`src/rtl/vram_pkg.sv`:
```
// rtl/vram_pkg.sv - shared VRAM port widths, clog2 helper and client id type
package vram_pkg;

    localparam int VRAM_ADDR_W  = 15;
    localparam int VRAM_DATA_W  = 32;
    localparam int VRAM_MAX_REQ = 8;

    function automatic int clog2(input int n);
        int r;
        r = 0;
        for (int i = 0; i < 31; i++) begin
            if ((1 << i) < n) begin
                r = i + 1;
            end
        end
        return r;
    endfunction

    // Wide enough for any supported client count; narrower ids widen into it.
    typedef logic [clog2(VRAM_MAX_REQ)-1:0] client_id_t;

endpackage

```
`src/rtl/rr_pick.sv`:
```
// rtl/rr_pick.sv - combinational round-robin pick: first eligible index at or after rr_ptr, wrapping
module rr_pick
    import vram_pkg::*;
#(
    parameter int N   = 3,
    parameter int IDW = 2
) (
    input  logic [N-1:0]   eligible_i,
    input  logic [IDW-1:0] rr_ptr_i,
    output logic [IDW-1:0] winner_o,
    output logic           any_o
);

    logic           hit_hi;
    logic [IDW-1:0] win_hi;
    logic [IDW-1:0] win_lo;
    client_id_t     ptr_w;

    // Descending scan so the last hit kept is the lowest index in each half.
    always_comb begin
        hit_hi = 1'b0;
        win_hi = '0;
        win_lo = '0;
        ptr_w  = client_id_t'(rr_ptr_i);
        for (int i = N - 1; i >= 0; i--) begin
            if (eligible_i[i]) begin
                win_lo = IDW'(i);
                if (client_id_t'(i) >= ptr_w) begin
                    win_hi = IDW'(i);
                    hit_hi = 1'b1;
                end
            end
        end
        winner_o = hit_hi ? win_hi : win_lo;
        any_o    = |eligible_i;
    end

endmodule

```
`src/rtl/vram_rd_arbiter.sv`:
```
// rtl/vram_rd_arbiter.sv - round-robin VRAM read arbiter; VRAM_RD_ARB_HOLD_EN adds per-client read-data hold regs
module vram_rd_arbiter
    import vram_pkg::*;
#(
    parameter int NUM_REQ = 3,
    parameter int ADDR_W  = VRAM_ADDR_W,
    parameter int DATA_W  = VRAM_DATA_W
) (
    input  logic                      clk,
    input  logic                      rst_n,
    input  logic [NUM_REQ-1:0]        req_strobe,
    input  logic [NUM_REQ*ADDR_W-1:0] req_addr,
    output logic [NUM_REQ-1:0]        req_ack,
    output logic [NUM_REQ*DATA_W-1:0] req_rddata,
    output logic                      mem_strobe,
    output logic [ADDR_W-1:0]         mem_addr,
    input  logic                      mem_ack,
    input  logic [DATA_W-1:0]         mem_rddata
);

    localparam int IDW = (clog2(NUM_REQ) < 1) ? 1 : clog2(NUM_REQ);

    logic               iss_valid_q, iss_valid_d;
    logic [IDW-1:0]     iss_id_q, iss_id_d;
    logic [IDW-1:0]     rr_ptr_q, rr_ptr_d;
    logic [NUM_REQ-1:0] done_mask;
    logic [NUM_REQ-1:0] eligible;
    logic [IDW-1:0]     winner;
    logic               any;

    // An ack with nothing in flight (e.g. straddling a reset) is dropped here.
    always_comb begin
        done_mask = '0;
        for (int i = 0; i < NUM_REQ; i++) begin
            if (mem_ack && iss_valid_q && (iss_id_q == IDW'(i))) begin
                done_mask[i] = 1'b1;
            end
        end
    end

    // Masking the completing client stops a re-issue of the read just served.
    assign eligible = req_strobe & ~done_mask;
    assign req_ack  = done_mask;

    rr_pick #(
        .N   (NUM_REQ),
        .IDW (IDW)
    ) u_rr_pick (
        .eligible_i (eligible),
        .rr_ptr_i   (rr_ptr_q),
        .winner_o   (winner),
        .any_o      (any)
    );

    always_comb begin
        mem_strobe = any & rst_n;
        mem_addr   = '0;
        for (int i = 0; i < NUM_REQ; i++) begin
            if (mem_strobe && (winner == IDW'(i))) begin
                mem_addr = req_addr[i*ADDR_W +: ADDR_W];
            end
        end
    end

    // Pointer only moves on a served access, so a pre-empted client wins again.
    always_comb begin
        iss_valid_d = mem_strobe;
        iss_id_d    = winner;
        rr_ptr_d    = rr_ptr_q;
        if (|done_mask) begin
            rr_ptr_d = (iss_id_q == IDW'(NUM_REQ - 1)) ? '0 : iss_id_q + IDW'(1);
        end
    end

    always_ff @(posedge clk or negedge rst_n) begin
        if (!rst_n) begin
            iss_valid_q <= 1'b0;
            iss_id_q    <= '0;
            rr_ptr_q    <= '0;
        end else begin
            iss_valid_q <= iss_valid_d;
            iss_id_q    <= iss_id_d;
            rr_ptr_q    <= rr_ptr_d;
        end
    end

`ifdef VRAM_RD_ARB_HOLD_EN
    logic [NUM_REQ-1:0][DATA_W-1:0] hold_q;

    always_ff @(posedge clk or negedge rst_n) begin
        if (!rst_n) begin
            hold_q <= '0;
        end else begin
            for (int i = 0; i < NUM_REQ; i++) begin
                if (req_ack[i]) begin
                    hold_q[i] <= mem_rddata;
                end
            end
        end
    end

    always_comb begin
        for (int i = 0; i < NUM_REQ; i++) begin
            req_rddata[i*DATA_W +: DATA_W] = req_ack[i] ? mem_rddata : hold_q[i];
        end
    end
`else
    always_comb begin
        for (int i = 0; i < NUM_REQ; i++) begin
            req_rddata[i*DATA_W +: DATA_W] = mem_rddata;
        end
    end
`endif

endmodule

```
`config.mk`:
```
export PLATFORM = sky130hd
export DESIGN_NAME = vram_rd_arbiter
export DESIGN_NICKNAME = d
export VERILOG_FILES = /design/src/rtl/vram_pkg.sv /design/src/rtl/rr_pick.sv /design/src/rtl/vram_rd_arbiter.sv
export SDC_FILE = /design/constraint.sdc
export NUM_CORES = 1
export LEC_CHECK = 0
export BUFFER_PORTS_ARGS = -buffer_cell sky130_fd_sc_hd__clkbuf_2
export CAP_MARGIN = 0
export CORE_AREA = 4 4 75 77
export CTS_CLUSTER_DIAMETER = 40
export DETAILED_ROUTE_END_ITERATION = 6
export DIE_AREA = 0 0 79 81
export PLACE_DENSITY = 0.81
export SYNTH_ARGS = -nofsm -noshare
export SYNTH_HDL_FRONTEND = slang
export SYNTH_SLANG_ARGS = --single-unit
```
`constraint.sdc`:
```
create_clock -name clk -period 3.85 [get_ports clk]
set_clock_uncertainty 0.05 [all_clocks]
set_input_delay 0.9625 -clock clk [delete_from_list [all_inputs] [get_ports clk]]
set_output_delay 0.9625 -clock clk [all_outputs]
set_load 0.05 [all_outputs]
```
==> impl_metrics.yaml <==
run_status:
  status: "finished clean"
route:
  first_iter_violations: 18
  drc_errors: 0
  wl_mm: 3.195
  vias_per_cell: 4.329
  wire_per_inst_um: 14.01
  num_vias: 987
  drt_first_pass_iters: 4
  drtAntennaViolNets: 0
synth:
  synthAdderAreaFrac_pct: 0
  synth-seq-area-share_pct: 8.540
  synth_edf_count: 0
  synth-xor-area-share_pct: 0
  synth.cell_area_mm2: 0.001465
  ys_types: 31
  muxShareOfSynthArea_pct: 0.7686
  synth_top_family_by_area: "buffers and inverters"
  synth-simple-area-share_pct: 11.70
  ys_seq_elements: 5
  synth_nets: 266
  post_synth.cell_area_avg_um2: 8.006
  syn-instance-count: 183
  synth-main-ff-cell: "dfrtp_1"
  ys_warn_count: 0
  synth_compound_area_share_pct: 24.25
  synthArstFlopShare_pct: 100.0
clock_network:
  cts_buffer_depth: 2
  cts_tree: "built"
  clk-insertion-delay-late_ns: 0.21
  numCtsBuffers: 3
  clock_sinks: 5
  post-cts-setup-buffers: 0
  root_buffer: "clkbuf_8"
  cts.clk_slew.worst_paths_ns: 0.03
  cts_max_level: 1
setup_path:
  crit_slowest_cell: "or3_4"
  cp_top_family: "buffers and inverters"
  cp_slowest_stage_delay_ns: 0.37
  worstSetupStartpointType: "input pin"
  cp.required_ns: 2.84
  path_max_fanout: 15
  path_buf_inv: 4
  critical_path_class: "in -> out"
  cp.arrival_ns: 2.71
  end_kind: "primary output"
  crit_top_cell: "clkbuf_2"
  path_cells: "clkbuf_2, nand4bb_4, inv_4, or3_4, a311oi_4, buf_12, a22oi_1, a21oi_1, clkbuf_2"
place:
  place_hpwl_mm: 2.724
  numPortBuffers: 69
  place_congestion: 0.8368
flow_run:
  max-cap-violations: 0
global_routing:
  overflow: 0
  grt_antenna_before_repair: 0
  grt_pass1_wl_mm: 4.926
  grt_pass1_vias: 1055
  grtUsageTotal_pct: 9.649
  grt_max_degree: 26
cells_and_area:
  drive_gt1_share_pct: 64.56
  multi_input_area_um2: 541.8
  layout_commonest_cell: "clkbuf_2"
  fin_util_pct: 26.80
  regArea_um2: 125.1
  n_fill_cell: 556
  diodes: 0
  final_cell_mix: "clkbuf_2, nor2_1, a21oi_2, buf_12, a22oi_2"
  num-nets-final: 242
  area_delta_synth_final_pct: -8.369
timing:
  hold_viol: 0
  report.final.slew_viol_count: 0
  tightest_slew_ns: 0.3461
  fin_crit_ns: 3.718
  hold_ws_ns: 0.5238
  maxSlewHeadroom_pct: 76.93
  rsz0062_at_grt: "false"
  max_freq_ghz: 0.2690
  finalSetupViolCount: 0
  finalCritPeriodShare_pct: 96.57
die:
  dieArea_mm2: 0.006399
  die_w_um: 79
  initial_core_util_pct: 29.25
  core_mm2: 0.005010
  rows: 26
  ioPinCount: 198
  die_h_um: 81
worst_hold_path:
  min_path_type: "in -> async"
power_and_ir_drop:
  p_leak_uw: 0.0006384
  cellPowerDensity_mw_per_mm2: 405.6
  ir_worst_vdd_uv: 149.8
  power_uw: 544.6
## worst reg2reg max path, delay by kind of cell, from the launching register on
family | cells | cell delay (ns)
compound gates | 2 | 0.53
flops | 1 | 0.40
simple gates | 1 | 0.28
## metrics by stage
stage | TNS [ns] | worst slack [ns] | instance area, um2 | std cells
finish | 0 | 0.1319 | 1343 | 228
global route | 0 | 0.002720 | 1343 | 228
CTS | 0 | 0.1106 | 1343 | 228
detailed placement | 0 | 0.1138 | 1297 | 224
global placement | 0 | 0.1558 | 1297 | 224
floorplan | -0.4316 | -0.1079 | 1469 | 183
## cell usage after synthesis, types with 2 or more instances
library cell,instances,area (um2)
a21oi_1,8,40.04
buf_2,2,10.01
nor2_1,16,60.06
dfrtp_1,5,125.1
a22oi_1,6,45.04
nand2_1,5,18.77
inv_1,5,18.77
a22oi_2,9,112.6
buf_4,96,720.7
clkbuf_8,2,27.53
a21oi_2,9,78.83
## cell type report
type,instances,share of cell area [%]
Clock buffer,4,3.355
Sequential cell,5,9.320
Multi-Input combinational cell,70,40.35
Inverter,6,1.864
Timing Repair Buffer,73,38.58
Tap cell,70,6.524
## logic make-up after synthesis
| family | after synthesis |
|---|---|
| flops | 5 |
| mux | 1 |
| compound gates | 39 |
| simple gates | 30 |
| buf+inv | 108 |
## per-layer routing
metal	share of wire [%]	global-route usage (%)	up-vias
met5	0	0	-
met2	44	14.81	57
li1	-	-	471
met1	37	10.27	430
met3	14	4.656	29
met4	5.7	7.216	0
## worst paths after layout
kind                              from     endpoint  slack [ns]  depth (start not counted)
min                              rst_n  rr_ptr_q[1]        0.52                          1
min reg2reg                iss_id_q[0]  rr_ptr_q[1]        0.52                          1
max in group asynchronous        rst_n  iss_id_q[0]        3.07                          1
min in group clk           iss_id_q[0]  rr_ptr_q[1]        0.52                          1
max reg2reg                iss_id_q[0]  iss_valid_q        2.44                          3
max                            mem_ack  mem_addr[3]        0.13                          9
## sequential cells by signal, summed over array words and instances, names as in the netlist
| name | flops |
|---|---|
| iss_valid_q | 1 |
| iss_id_q | 2 |
| rr_ptr_q | 2 |
## repair_timing
item / in CTS / in global routing
hold buffers: 0 / 0
gates resized for setup: 0 / 1
endpoints found under the setup margin: 0 / 1
## where the power goes
part | internal [uW] | leakage (uW) | switching, uW
combinational | 154 | 0.000554 | 221
clock | 70.8 | 0.0000228 | 22.2
sequential | 63.2 | 0.0000618 | 12.6
total | 288 | 0.000638 | 256
(Power assumes the default switching activity.)
